`src/rtl/env_follower_pkg.sv`:
```
// env_follower_pkg: shared gate-detector state encoding for the envelope follower.
package env_follower_pkg;
  typedef enum logic [1:0] {
    CLOSED = 2'd0,
    OPEN   = 2'd1,
    HOLD   = 2'd2
  } gate_state_t;
endpackage

```
`src/rtl/env_smoother.sv`:
```
// env_smoother: full-wave rectify plus one-pole attack/release step (combinational).
module env_smoother
  import env_follower_pkg::*;
#(
  parameter int SAMPLE_WIDTH = 16,
  parameter int ENV_WIDTH    = 16,
  parameter int CTRL_WIDTH   = 4
) (
  input  logic signed [SAMPLE_WIDTH-1:0] sample,
  input  logic        [ENV_WIDTH-1:0]    env,
  input  logic        [CTRL_WIDTH-1:0]   a,
  input  logic        [CTRL_WIDTH-1:0]   r,
  output logic        [ENV_WIDTH-1:0]    env_next
);
  logic [SAMPLE_WIDTH-1:0] neg, mag;
  logic [ENV_WIDTH-1:0]    rect, up, dn;
  // step is clamped to >=1 and never exceeds the gap, so env lands on rect without wrap
  always_comb begin
    neg      = '0 - $unsigned(sample);
    mag      = !sample[SAMPLE_WIDTH-1] ? $unsigned(sample) :
               neg[SAMPLE_WIDTH-1] ? {1'b0, {(SAMPLE_WIDTH-1){1'b1}}} : neg;
    rect     = ENV_WIDTH'({mag[SAMPLE_WIDTH-2:0], 1'b0});
    up       = (rect - env) >> a;
    dn       = (env - rect) >> r;
    env_next = rect > env ? env + (up == '0 ? ENV_WIDTH'(1) : up) :
               rect < env ? env - (dn == '0 ? ENV_WIDTH'(1) : dn) : env;
  end
endmodule

```
`src/rtl/env_follower.sv`:
```
// env_follower: envelope follower with hysteretic gate and hold time.
// Optional peak register enabled by defining ENV_FOLLOWER_PEAK_EN.
module env_follower
  import env_follower_pkg::*;
#(
  parameter int SAMPLE_WIDTH = 16,
  parameter int ENV_WIDTH    = 16,
  parameter int CTRL_WIDTH   = 4,
  parameter int HOLD_SHIFT   = 8
) (
  input  logic                           clk,
  input  logic                           rst,
  input  logic                           sample_valid,
  input  logic signed [SAMPLE_WIDTH-1:0] sample_in,
  input  logic        [CTRL_WIDTH-1:0]   a,
  input  logic        [CTRL_WIDTH-1:0]   r,
  input  logic        [CTRL_WIDTH-1:0]   thresh,
  input  logic        [CTRL_WIDTH-1:0]   hold,
  input  logic                           peak_clr,
  output logic        [ENV_WIDTH-1:0]    env_out,
  output logic                           env_valid,
  output logic                           gate_out,
  output logic        [ENV_WIDTH-1:0]    peak_out
);
  localparam int HW = CTRL_WIDTH + HOLD_SHIFT;
  gate_state_t          state_q, state_d;
  logic [ENV_WIDTH-1:0] env_q, env_d, env_next, peak_q, peak_d, th_open, th_close;
  logic [HW-1:0]        hold_cnt_q, hold_cnt_d;
  logic                 valid_q;
  env_smoother #(
    .SAMPLE_WIDTH(SAMPLE_WIDTH),
    .ENV_WIDTH   (ENV_WIDTH),
    .CTRL_WIDTH  (CTRL_WIDTH)
  ) u_smoother (
    .sample  (sample_in),
    .env     (env_q),
    .a       (a),
    .r       (r),
    .env_next(env_next)
  );
  // gate decisions use the freshly smoothed value, not the registered one
  always_comb begin
    th_open    = ENV_WIDTH'(thresh) << (ENV_WIDTH - CTRL_WIDTH);
    th_close   = th_open >> 1;
    env_d      = sample_valid ? env_next : env_q;
    state_d    = state_q;
    hold_cnt_d = hold_cnt_q;
    if (sample_valid) begin
      if (thresh == '0) state_d = CLOSED;
      else
        case (state_q)
          CLOSED: if (env_next >= th_open) state_d = OPEN;
          OPEN:
            if (env_next < th_close) begin
              state_d    = HOLD;
              hold_cnt_d = HW'(hold) << HOLD_SHIFT;
            end
          HOLD:
            if (env_next >= th_open) state_d = OPEN;
            else if (hold_cnt_q == '0) state_d = CLOSED;
            else hold_cnt_d = hold_cnt_q - HW'(1);
          default: state_d = CLOSED;
        endcase
    end
`ifdef ENV_FOLLOWER_PEAK_EN
    peak_d = peak_clr ? (sample_valid ? env_next : '0) :
             (sample_valid && env_next > peak_q) ? env_next : peak_q;
`else
    peak_d = '0;
`endif
  end
`ifndef ENV_FOLLOWER_PEAK_EN
  logic unused_peak_clr;
  assign unused_peak_clr = peak_clr;
`endif
  always_ff @(posedge clk or posedge rst) begin
    if (rst) begin
      env_q      <= '0;
      valid_q    <= 1'b0;
      state_q    <= CLOSED;
      hold_cnt_q <= '0;
      peak_q     <= '0;
    end else begin
      env_q      <= env_d;
      valid_q    <= sample_valid;
      state_q    <= state_d;
      hold_cnt_q <= hold_cnt_d;
      peak_q     <= peak_d;
    end
  end
  assign env_out   = env_q;
  assign env_valid = valid_q;
  assign gate_out  = state_q != CLOSED;
  assign peak_out  = peak_q;
endmodule

```
`config.mk`:
```
export PLATFORM = sky130hd
export DESIGN_NAME = env_follower
export DESIGN_NICKNAME = d
export VERILOG_FILES = /design/src/rtl/env_follower_pkg.sv /design/src/rtl/env_smoother.sv /design/src/rtl/env_follower.sv
export SDC_FILE = /design/constraint.sdc
export NUM_CORES = 1
export LEC_CHECK = 0
export ABC_AREA = 1
export BUFFER_PORTS_ARGS = -buffer_cell sky130_fd_sc_hd__buf_2
export CORE_MARGIN = 1
export CORE_UTILIZATION = 45
export CTS_BUF_LIST = sky130_fd_sc_hd__clkbuf_4
export DETAILED_ROUTE_END_ITERATION = 8
export SLEW_MARGIN = 20
export SYNTH_ARGS = -nofsm -noshare
export SYNTH_HDL_FRONTEND = slang
export SYNTH_SLANG_ARGS = --single-unit
export TNS_END_PERCENT = 1
```
`constraint.sdc`:
```
create_clock -name clk -period 6.75 [get_ports clk]
set_input_delay 0.675 -clock clk [delete_from_list [all_inputs] [get_ports clk]]
set_output_delay 0.675 -clock clk [all_outputs]
set_load 0.05 [all_outputs]
```
After elaboration in Yosys (flattened, before gate mapping)
Cells that the tools add are included.
Widths: inputs -> output; s select.

word-level totals
  output and inout port bits = 34
  word-level logic and storage cells = 50
  bits in registers = 31

cells by class
  shift operators = 2
  bitwise logic cells = 1
  $add $sub $neg = 6
  equal/unequal tests = 8
  order comparisons = 4
  reduce and logical (&&, ||, !) cells = 9
  muxes and demuxes = 16

operator list
  kind                   number
  $mux 16                4
  $sub 16x16->16         3
  $mux 12                3
  $logic_not 16->1       2
  $shr 16x4->16          2
  $mux 15                2
  $pmux 12 s2            1
  $add 16x16->16         1
  $ge 16x16->1           1
  $gt 16x16->1           1
  $lt 16x15->1           1
  $lt 16x16->1           1
  $sub 1x16->16 const A  1
  $logic_not 12->1       1
  $sub 12x1->12 const B  1
  $mux 2                 5
  $ne 2x2->1 const B     3
  $ne 3x3->1 const B     2
  $pmux 2 s3             1
  $reduce_and 6->1       1
  $logic_not 4->1        1
  $ne 4x4->1 const B     1
  $reduce_and 4->1       1
  $reduce_bool 2->1      2
  other kinds (4)        4

Logic depth before layout (Yosys ltp)
  depth after elaboration = 14
  depth in mapped cells = 59

Modules after synthesis
Synthesis repeated with hierarchy kept, for this count alone.

second synthesis, totals
  cell total of the unflattened synthesis = 1,373
  area, all modules = 7,752.4 um^2

by module, submodules not included
  module        sequential area each (um^2)  instances  cells each  area each (um^2)
  env_smoother  0.0                          1          1,069       5,639.2
  env_follower  775.7                        1          304         2,113.3

Worst setup path before layout
OpenSTA, ideal clock, no wires.

  path kind = input to register
  start point = input sample_in[1]
  end point = register hold_cnt_q[9]
  buffers on the path = 1
  arrival time = 6.503 ns
  setup slack = 0.125 ns
  stages = 54
  setup time = 0.122 ns
  required time = 6.628 ns
  path through = nor3_1 inv_1 nor3_1 inv_1 nor4_2 nand3_1 nor4_1 inv_1 nor2_2 inv_2 nand2_1 nor2_1 inv_1 ha_1 inv_1 o21bai_1 nor2_1 nor2_1 [18 not listed] a21oi_1 o21bai_1 or2_2 nand3_1 nand2_1 nand2_1 inv_1 ha_1 nand2_1 inv_1 nand2_1 nand2_1 nand2_1 and3_2 nand2_4 buf_6 nand2_2 o21ai_2

between the ends
  longest elaborated chain between the ends = 13
  elaborated cells between the ends (all ways) = 22
  those cells by class = 5 x add/sub; 4 x order compare; 2 x eq/ne; 2 x shift; 6 x mux; 3 x reduce/logical

RTL lines
  what                                                 RTL line                                RTL
  from (decl)                                          env_follower.sv:14                      input logic signed [SAMPLE_WIDTH-1:0] sample_in,
  $sub 1x16->16                                        env_smoother.sv:19                      neg = '0 - $unsigned(sample);
  $mux 15                                              env_smoother.sv:21                      neg[SAMPLE_WIDTH-1] ? {1'b0, {(SAMPLE_WIDTH-1){1'b1}}} : neg;
  $mux 15 *                                            env_smoother.sv:20                      mag = !sample[SAMPLE_WIDTH-1] ? $unsigned(sample) :
  $sub 16x16->16                                       env_smoother.sv:24                      dn = (env - rect) >> r;
  $shr 16x4->16                                        env_smoother.sv:24
  $logic_not 16->1                                     env_smoother.sv:26                      rect < env ? env - (dn == '0 ? ENV_WIDTH'(1) : dn) : env;
  $mux 16                                              env_smoother.sv:26
  $sub 16x16->16                                       env_smoother.sv:26
  $mux 16                                              env_smoother.sv:26
  $mux 16 *                                            env_smoother.sv:25                      env_next = rect > env ? env + (up == '0 ? ENV_WIDTH'(1) : up) :
  net env_next[14]                                     env_follower.sv:27                      logic [ENV_WIDTH-1:0] env_q, env_d, env_next, peak_q, peak_d, th_open, th_close;
  $ge 16x16->1 / $lt 16x15->1 (equally long branches)  env_follower.sv:59, env_follower.sv:54
  $ne 2x2->1 (no line)                                 n/a
  $reduce_and 6->1 (no line) *                         n/a
  to (signal assigned)                                 env_follower.sv:87                      hold_cnt_q <= hold_cnt_d;
  to (decl)                                            env_follower.sv:28                      logic [HW-1:0] hold_cnt_q, hold_cnt_d;

The timed path passes the listed nets; every way through them passes the cells marked *.
A chain may end at the register's enable or synchronous reset.

Worst setup path after layout
  start point = input sample_in[1]
  end point = register hold_cnt_q[4]

The elaborated chain is that of the path after synthesis.

==> flow_metrics.tcl <==
set metrics [dict create \
    ir_worst_vdd_uv 345.3 \
    yosysWarnings 0 \
    regArea_sq_um 775.7 \
    violations "setup timing" \
    initial_core_util_pct 46.85 \
    synth_edf_count 0 \
    slowest_stage "fa_1" \
    avgRoutedWirePerCell_microns 14.15 \
    grt_use_total_pct 30.07 \
    coreArea_sq_um 15430 \
    nets 1618 \
    synthToLayoutAreaGrowth_pct 33.09 \
    antenna_found_initial 0 \
    place_ws_ns -0.9780 \
    max_slew_margin_pct 56.59 \
    cts_sinks 31 \
    crit_fanout 12 \
    synth_area_sq_um 7227 \
    cp.required_ns 7.00 \
    ant_nets 0 \
    synth_seq_area_share_pct 10.73 \
    num_vias 8553 \
    clk_latency_ns 0.36 \
    synthArstFlopShare_pct 100.0 \
    placed_cell_area_sq_um 9303 \
    setup-violations-final 14 \
    tightestPinTransition_ns 0.6452 \
    p_per_area_nw_per_um2 575.3 \
    cpLargestDelayFamily "simple AND/OR/NAND/NOR gates" \
    drv_slew 0 \
    grt_pass1_wl_mm 38.92 \
    p_sw_share_pct 54.51 \
    cp_common_cell "nand2_1" \
    period_needed_ns 7.001 \
    leakage_nw 5.426 \
    final_area_sq_um 9618 \
    period_share_pct 103.7 \
    grt_pass1_vias 7933 \
    p_comb_share_pct 89.6 \
    dieArea_sq_um 16570 \
    io_pins 70 \
    n_antenna_cell 0 \
    hold_slack_ns 0.3754 \
    crit_type "primary input to flip-flop" \
    multi_input_area_sq_um 5792 \
    end_kind "flip-flop" \
    hpwlAfterDp_mm 20.50 \
    layout-drive-gt1-share_pct 27.26 \
    cts_tree "done" \
    fin_skew_ns 0.01145 \
    syn_inst 1241 \
    cts_hold_buf 0 \
    status "finished, violations left" \
    slowest_delay_ns 0.38 \
    power.internal_mw 2.517 \
    dieHeight_microns 128.7 \
    syn_area_per_cell_sq_um 5.823 \
    overflow 0 \
    cts_made_buffers 5 \
    start_kind "primary input" \
    p_switching_mw 3.016 \
    routabilityCongestion 1.021 \
    hp-class "primary input to async pin" \
    clock_path_buffers 2 \
    rsz0062_at_grt "yes" \
    ys.flop_type "dfrtp_1" \
    drt_iter0_markers 472 \
    layout_setup_ws_ns -0.2514 \
    ys_types 52 \
    clkSlewWorstSetupHoldPaths_ns 0.13 \
    pwr-share-seq_pct 7.5 \
    fmax_mhz 142.8 \
    drc 0 \
    io_buffer_count 52 \
    grt_start_max_net_pins 32 \
    p_clk_share_pct 3.0 \
    final-hold-violation-count 0 \
    via_per_inst 4.987 \
    yosysTopAreaCell "nand2_1" \
    root_buffer "clkbuf_4" \
    drv_cap 0 \
    synth.top_cell.area_share_pct 19.74 \
    cts-htree-levels 2 \
    post_cts_buffers 0 \
    routed_wl_mm 24.27 \
    dr.pass1.iters 7 \
    ys_top_cells_by_area "nand2_1 20%, ha_1 13%, dfrtp_1 11%" \
    rows 45 \
    num-fill-cells 1579 \
    path_buf_inv 10 \
    die_w_microns 128.7 \
    ys_ff_latch 31 \
    cp.arrival_ns 7.26 \
]
==> worst paths after layout <==
kind | startpoint | slack (ns) | cells after the start | end
min | rst | 0.38 | 3 | hold_cnt_q[3]
max reg2reg | env_out[1] | 0.76 | 43 | hold_cnt_q[4]
max | sample_in[1] | -0.25 | 57 | hold_cnt_q[4]
max in group asynchronous | rst | 6.07 | 3 | hold_cnt_q[4]
min reg2reg | hold_cnt_q[0] | 0.52 | 2 | hold_cnt_q[0]
min in group clk | hold_cnt_q[0] | 0.52 | 2 | hold_cnt_q[0]
==> layout make-up <==
class,instances,area share [%]
clock inverter,3,0.4553
timing repair buffer,292,21.48
multi-input combinational,1003,60.22
sequential,31,8.066
clock buffer,5,0.3903
inverter,170,6.648
tap,211,2.745
==> tightest hold or removal path: cells and delay by family <==
kind                   cells  cell delay, ns
buffers and inverters      3            0.50
==> layout by cell type, fill, tap and decap left out, drive strengths merged, types with 5 or more instances in the layout <==
master,Yosys,routed
mux2i,5,5
xnor2,12,12
a21o,5,5
buf,32,292
or2,14,14
inv,161,161
conb,1,16
o21ai,91,91
a21oi,68,68
nand2,399,400
nand4,18,18
clkbuf,21,5
clkinv,9,11
nor2,92,92
nor3,9,9
dfrtp,31,31
nand3,115,115
a31oi,6,6
o211ai,12,12
xor2,32,32
ha,75,75
o21bai,8,8
nor4,6,6
==> metal layers <==
metal / routed length (microns) / track usage, %
met1: 11270 / 39.93
met2: 11330 / 53.04
met3: 1017 / 2.204
met4: 657 / 6.782
met5: 0 / 0
==> power by group through the flow <==
stage / combinational (mW) / clock [mW] / sequential (mW)
final: 4.96 / 0.163 / 0.414
after global routing: 5.50 / 0.170 / 0.424
after CTS: 4.83 / 0.161 / 0.412
after detailed placement: 4.75 / 0 / 0.415
after global placement: 4.72 / 0 / 0.414
after floorplan: 2.72 / 0 / 0.538
==> kinds of logic after synthesis <==
group | count (synthesis) | synth area share (%)
muxes | 5 | 0.6925
other | 1 | 0.05189
AOI/OAI and AO/OA | 200 | 16.22
buffers and inverters | 223 | 13.09
adders and majority gates | 79 | 14.09
DFF | 31 | 10.73
and+or+nand+nor | 658 | 39.79
xor gates and xnor gates | 44 | 5.332
==> synth_stat cells, types with 12 or more instances <==
cell type  instances
a21oi_1           63
buf_4             18
clkbuf_1          21
dfrtp_1           31
ha_1              75
inv_1            152
nand2_1          380
nand2_2           16
nand3_1          107
nand4_1           18
nor2_1            86
o211ai_1          12
o21ai_0           72
o21ai_2           12
or2_2             12
xnor2_1           12
xor2_1            32
==> what timing repair did <==
item / 4_1_cts / 5_1_grt
cloned: 1 / 0
gates resized for setup: 15 / 44
setup endpoints to repair: 14 / 16
pin swaps: 3 / 7
==> state kept, by name, indices dropped and copies added, names as in the netlist <==
| name | count |
|---|---|
| env_out | 16 |
| env_valid | 1 |
| hold_cnt_q | 12 |
| state_q | 2 |
==> stage by stage <==
step                      TNS [ns]  utilization, %  power, mW  cells
final                       -3.203           62.34      5.533   1715
after global routing        -11.02           62.34      6.097   1715
after CTS                   -2.601           61.30      5.404   1715
after detailed placement    -13.21           60.30      5.165   1706
after global placement      -11.90           60.30      5.131   1706
after floorplan                  0               -      3.260   1256
Power figures use the tool's default switching activity.
